### src/rtl/demux_rr_sequencer.sv
// Round-robin sequencer feeding an 8-way demux: grants pending channels in turn,
// holds sel with i high for the latched dwell, then one break-before-make gap cycle.
module demux_rr_sequencer #(
    parameter int NCH     = 8,
    parameter int DWELL_W = 4
) (
    input  logic               clk,
    input  logic               reset,
    input  logic               en,
    input  logic [NCH-1:0]     req,
    input  logic [DWELL_W-1:0] dwell,
    output logic [2:0]         sel,
    output logic               i,
    output logic [NCH-1:0]     gnt,
    output logic               busy,
    output logic               done
);

    localparam int SEL_W = 3;

    localparam logic [1:0] S_IDLE = 2'd0;
    localparam logic [1:0] S_HOLD = 2'd1;
    localparam logic [1:0] S_GAP  = 2'd2;

    logic [1:0]         state_q, state_d;
    logic [SEL_W-1:0]   sel_q, sel_d;
    logic               i_q, i_d;
    logic [NCH-1:0]     gnt_q, gnt_d;
    logic               busy_q, busy_d;
    logic               done_q, done_d;
    logic [NCH-1:0]     pend_q, pend_d;
    logic [SEL_W-1:0]   ptr_q, ptr_d;
    logic [DWELL_W-1:0] cnt_q, cnt_d;

    logic               win_found;
    logic [SEL_W-1:0]   win_idx;
    logic [SEL_W-1:0]   cand;
    logic [NCH-1:0]     win_onehot;
    logic [NCH-1:0]     clr;
    logic [DWELL_W-1:0] dwell_load;
    logic               start;

    // Search ptr+1 .. ptr+NCH; 3-bit wrap gives the modulo-8 rotation for free.
    always_comb begin
        win_found = 1'b0;
        win_idx   = '0;
        cand      = '0;
        for (int unsigned k = 1; k <= NCH; k++) begin
            cand = ptr_q + SEL_W'(k);
            if (!win_found && pend_q[cand]) begin
                win_found = 1'b1;
                win_idx   = cand;
            end
        end
    end

    assign win_onehot = NCH'(1) << win_idx;
    assign start      = en & win_found;
    assign dwell_load = (dwell == '0) ? '0 : dwell - DWELL_W'(1);

    always_comb begin
        state_d = state_q;
        sel_d   = sel_q;
        i_d     = i_q;
        gnt_d   = gnt_q;
        busy_d  = busy_q;
        done_d  = done_q;
        ptr_d   = ptr_q;
        cnt_d   = cnt_q;
        clr     = '0;

        case (state_q)
            S_IDLE: begin
                if (start) begin
                    state_d = S_HOLD;
                    sel_d   = win_idx;
                    gnt_d   = win_onehot;
                    i_d     = 1'b1;
                    busy_d  = 1'b1;
                    done_d  = 1'b0;
                    ptr_d   = win_idx;
                    cnt_d   = dwell_load;
                end
            end
            S_HOLD: begin
                if (cnt_q != '0) begin
                    cnt_d = cnt_q - DWELL_W'(1);
                end else begin
                    state_d = S_GAP;
                    i_d     = 1'b0;
                    done_d  = 1'b1;
                    clr     = NCH'(1) << sel_q;
                end
            end
            S_GAP: begin
                // Chain straight into the next grant so back-to-back period is dwell+1.
                if (start) begin
                    state_d = S_HOLD;
                    sel_d   = win_idx;
                    gnt_d   = win_onehot;
                    i_d     = 1'b1;
                    busy_d  = 1'b1;
                    done_d  = 1'b0;
                    ptr_d   = win_idx;
                    cnt_d   = dwell_load;
                end else begin
                    state_d = S_IDLE;
                    busy_d  = 1'b0;
                    gnt_d   = '0;
                    done_d  = 1'b0;
                end
            end
            default: begin
                state_d = S_IDLE;
                i_d     = 1'b0;
                busy_d  = 1'b0;
                gnt_d   = '0;
                done_d  = 1'b0;
            end
        endcase
    end

    // A request landing on the channel being cleared wins over the clear.
    assign pend_d = (pend_q & ~clr) | req;

    always_ff @(posedge clk or posedge reset) begin
        if (reset) begin
            state_q <= S_IDLE;
            sel_q   <= '0;
            i_q     <= 1'b0;
            gnt_q   <= '0;
            busy_q  <= 1'b0;
            done_q  <= 1'b0;
            pend_q  <= '0;
            ptr_q   <= SEL_W'(NCH - 1);
            cnt_q   <= '0;
        end else begin
            state_q <= state_d;
            sel_q   <= sel_d;
            i_q     <= i_d;
            gnt_q   <= gnt_d;
            busy_q  <= busy_d;
            done_q  <= done_d;
            pend_q  <= pend_d;
            ptr_q   <= ptr_d;
            cnt_q   <= cnt_d;
        end
    end

    assign sel  = sel_q;
    assign i    = i_q;
    assign gnt  = gnt_q;
    assign busy = busy_q;
    assign done = done_q;

endmodule

### config.mk
export PLATFORM = sky130hd
export DESIGN_NAME = demux_rr_sequencer
export DESIGN_NICKNAME = d
export VERILOG_FILES = /design/src/rtl/demux_rr_sequencer.sv
export SDC_FILE = /design/constraint.sdc
export NUM_CORES = 1
export LEC_CHECK = 0
export BUFFER_PORTS_ARGS = -buffer_cell sky130_fd_sc_hd__clkbuf_2
export CORE_MARGIN = 1.5
export CORE_UTILIZATION = 50
export CTS_BUF_LIST = sky130_fd_sc_hd__clkbuf_4
export CTS_CLUSTER_SIZE = 12
export DETAILED_ROUTE_END_ITERATION = 8
export GPL_TIMING_DRIVEN = 1
export MAX_ROUTING_LAYER = met4
export PLACE_DENSITY = 0.7
export REMOVE_ABC_BUFFERS = 1
export SLEW_MARGIN = 20
export SYNTH_ARGS = -nofsm -noshare
export SYNTH_HDL_FRONTEND = slang
export SYNTH_SLANG_ARGS = --single-unit
### constraint.sdc
create_clock -name clk -period 4.56 [get_ports clk]
set_input_delay 0.228 -clock clk [delete_from_list [all_inputs] [get_ports clk]]
set_output_delay 0.228 -clock clk [all_outputs]
set_load 0.01 [all_outputs]
==> key figures <==
Clock tree
  • Clock tree buffer depth: 2
  • CTS tree: yes
  • Postcts setup bufs: 0
  • Root Buffer Master: clkbuf_4
  • Clock Latency Late Sink: 0.35 ns
  • Clock sink total: 30
  • H-tree levels: 2
  • TritonCTS buffer count: 5
  • Clock slew at reported path FFs: 0.10 ns

Worst setup path
  • Startpoint types: flip-flop
  • CP max stage cell: ha_1
  • Crit path launch: ptr_q[0]
  • Worst path depth: 9
  • R2R setup slack: 0.63 ns
  • CP Class: flip-flop to flip-flop
  • Delay-heaviest family, CP: multiplexers
  • Crit end category: flip-flop
  • Bufs and invs on worst path: 1
  • Worst path cell trace: inv_2 -> ha_1 -> mux2_2 -> mux4_2 -> or4_4 -> a211oi_4 -> or2_1 -> a21oi_2 -> a32o_1
  • Slowest stage delay, CP: 0.75 ns
  • R2r worst-path depth: 9
  • FF-to-FF End: gnt[0]
  • WP data required: 4.80 ns
  • Crit path to: gnt[0]
  • Crit-path max FO: 19
  • Startpoint of the worst register-to-register path: ptr_q[0]
  • Crit path DAT: 4.18 ns

Timing
  • RSZ-0062 raised after global routing: no
  • FMAX: 254 MHz
  • Final setup vio count: 0
  • Crit path time final: 3.93 ns
  • Final Skew: 0.0140 ns
  • Slew Limit Fails: 0
  • Setup TNS: 0 ns
  • Worst-Margin Slew: 0.673 ns
  • Crit share post-route: 86.3%
  • Slew HR: 54.8%
  • Final Hold Vio Count: 0

Floorplanning
  • Initial core utilization: 52.8%
  • Core area: 4790 sq um
  • Die height: 74.1 um
  • I/O pin total: 29
  • Die area: 5490 sq um
  • Num rows: 25
  • Die Span X: 74.1 um

Logic synthesis
  • Syn avg cell area: 9.80 sq um
  • Largest area contributor in the netlist: dfrtp_1
  • Top-area cell type share of the netlist area: 26.7%
  • YS warnings: 0
  • #FFs+latches synth: 30
  • Ys flop type: dfrtp_1
  • Post-Syn Instances: 258
  • Synth unique cells: 62
  • Asr flop ratio synth: 100%
  • Mapped Area: 2530 sq um
  • Most area-consuming cells after synthesis: dfrtp_1 (27%), mux4_2 (14%), mux2_2 (7.1%)
  • Seq/Total Area, Yosys: 29.9%
  • Post-synth EDFFs: 0

Worst hold path
  • Worst min path class: input pin to flip-flop

Final layout
  • Final #Nets: 294
  • Fill count: 439
  • Fraction of layout cells with a size suffix above 1: 30.7%
  • Final Cell Area: 2730 sq um
  • Syn-to-layout area delta: 7.87%
  • # diodes: 0

Detailed routing
  • Via Count: 2073
  • WL final: 5960 um
  • Vias per std cell: 6.03
  • TritonRoute pass-1 iters: 4
  • WL/cell: 17.3 um
  • Post-route ant nets: 0
  • DRC: 0
  • Initial DRC Count: 134

GRT
  • Initial antenna violation count: 0
  • First-pass GRT wire length: 9950 um
  • All-layer global routing usage: 24.5%
  • Vias in the first global route: 1951
  • Pin count of the biggest net entering global routing: 31
  • GRT overflow: 0

Run status
  • Status: complete, no violations

Power
  • Leakage: 0.00103 uW
  • Combinational fraction of design power: 62.0%
  • Internal power: 871 uW
  • Reg power frac: 28.7%
  • Cell Pwr Density: 610 nW/um^2
  • Peak supply drop: 0.325 mV
  • Net Switching: 792 uW
  • Clock network power share: 9.3%
  • Switching Share: 47.6%

Placed design
  • DP Area: 2660 sq um
  • Post-detail-place hpwl: 4290 um
  • Port bufs: 28
  • Final GP Congestion: 0.954

Job
  • Max-Cap Viols: 0
-- layout by cell type, fill, tap and decap left out, types with 7 or more instances in the layout --
master / n
a21o_1: 11
a21oi_1: 14
clkbuf_2: 28
dfrtp_1: 27
inv_1: 7
mux2_2: 16
mux4_2: 16
nand2_1: 23
nor2_1: 13
nor3_1: 7
o21ai_0: 10
-- per-layer routing --
metal	share of wire [%]	vias to the layer above	global-route usage [%]
met2	45	41	34.7
met5	0	-	-
met4	1.0	0	6.58
met3	3.5	8	5.42
li1	-	1012	-
met1	50	1012	35.2
-- flip-flops by register name, indices dropped and copies added, names as in the netlist --
name and cells:
gnt 8, pend_q 8, cnt_q 4, ptr_q 3, sel 3, state_q 2, busy 1, i 1
-- Yosys cell counts (2+ instances only) --
cell,number
o2bb2ai_1,4
mux4_2,16
and3_1,2
o31ai_1,2
o21ai_0,10
nand2_1,23
nand2b_1,6
o21ai_1,3
or3_1,4
ha_1,3
a31oi_1,3
buf_4,3
buf_2,8
a32o_1,3
mux2_2,16
a211oi_1,4
or2_1,2
inv_1,8
a21oi_1,14
a22o_1,3
xor2_1,2
clkbuf_1,7
o21a_1,2
nor2b_1,4
mux2_1,2
nand4_1,2
nor3_1,7
dfstp_2,3
dfrtp_1,27
nor2_1,13
a21o_1,11
mux2i_1,4
nand3_1,6
nand3b_1,3
-- how the worst min path moves through the flow --
stage          startpoint   endpoint  cells after the start
6_report           req[7]  pend_q[7]                      2
5_1_grt            req[7]  pend_q[7]                      2
4_1_cts            req[7]  pend_q[7]                      2
3_5_place_dp       req[6]  pend_q[6]                      2
3_3_place_gp       req[0]  pend_q[0]                      2
2_1_floorplan       reset       busy                      1
-- worst reg2reg max path, cell delays in order, from the launching register on --
cell,delay [ns]
dfstp_2,0.55
inv_2,0.10
ha_1,0.75
mux2_2,0.43
mux4_2,0.53
or4_4,0.48
a211oi_4,0.32
or2_1,0.34
a21oi_2,0.07
a32o_1,0.26
-- power by group through the flow --
stage	clock [uW]	sequential [uW]	combinational (uW)
floorplan	0	521	720
global placement	0	480	1020
detailed placement	0	481	1020
CTS	157	476	1030
global route	169	494	1150
finish	154	477	1030
-- kinds of logic (layout without fill, tap and decap cells) --
logic type                 after synthesis  count (layout)  share of synthesized area [%]
AOI/OAI and AO/OA                       73              73                           20.9
xor gates and xnor gates                 3               3                           1.04
adders and majority gates                3               3                           1.49
buffers and inverters                   29              48                           5.45
DFF                                     30              30                           29.9
muxes                                   39              39                           24.5
and+or+nand+nor                         81              81                           16.8
-- per-stage QoR --
stage | util (%) | total power [uW] | hold WS [ns] | setup WS [ns] | instances
2_1_floorplan | - | 1240 | 0.317 | 0.684 | 238
3_3_place_gp | 55.6 | 1500 | 0.407 | 0.774 | 335
3_5_place_dp | 55.6 | 1500 | 0.410 | 0.685 | 335
4_1_cts | 56.8 | 1660 | 0.0538 | 0.663 | 343
5_1_grt | 57.0 | 1810 | 0.0501 | 0.454 | 344
6_report | 57.0 | 1660 | 0.0588 | 0.627 | 344
-- cell type report --
type                       count  area [sq um]  share of cell area, %
multi-input combinational    199          1640                   60.0
inverter                       9          33.8                   1.24
clock inverter                 3          16.3                  0.597
tap                           67          83.8                   3.07
clock buffer                   5          37.5                   1.38
sequential                    30           754                   27.7
timing repair buffer          31           165                   6.06
-- repair_timing --
action | 4_1_cts | 5_1_grt
gates resized for setup | 0 | 0
hold endpoints to repair | 0 | 27
hold buffers | 0 | 1
Power figures use the tool's default switching activity.
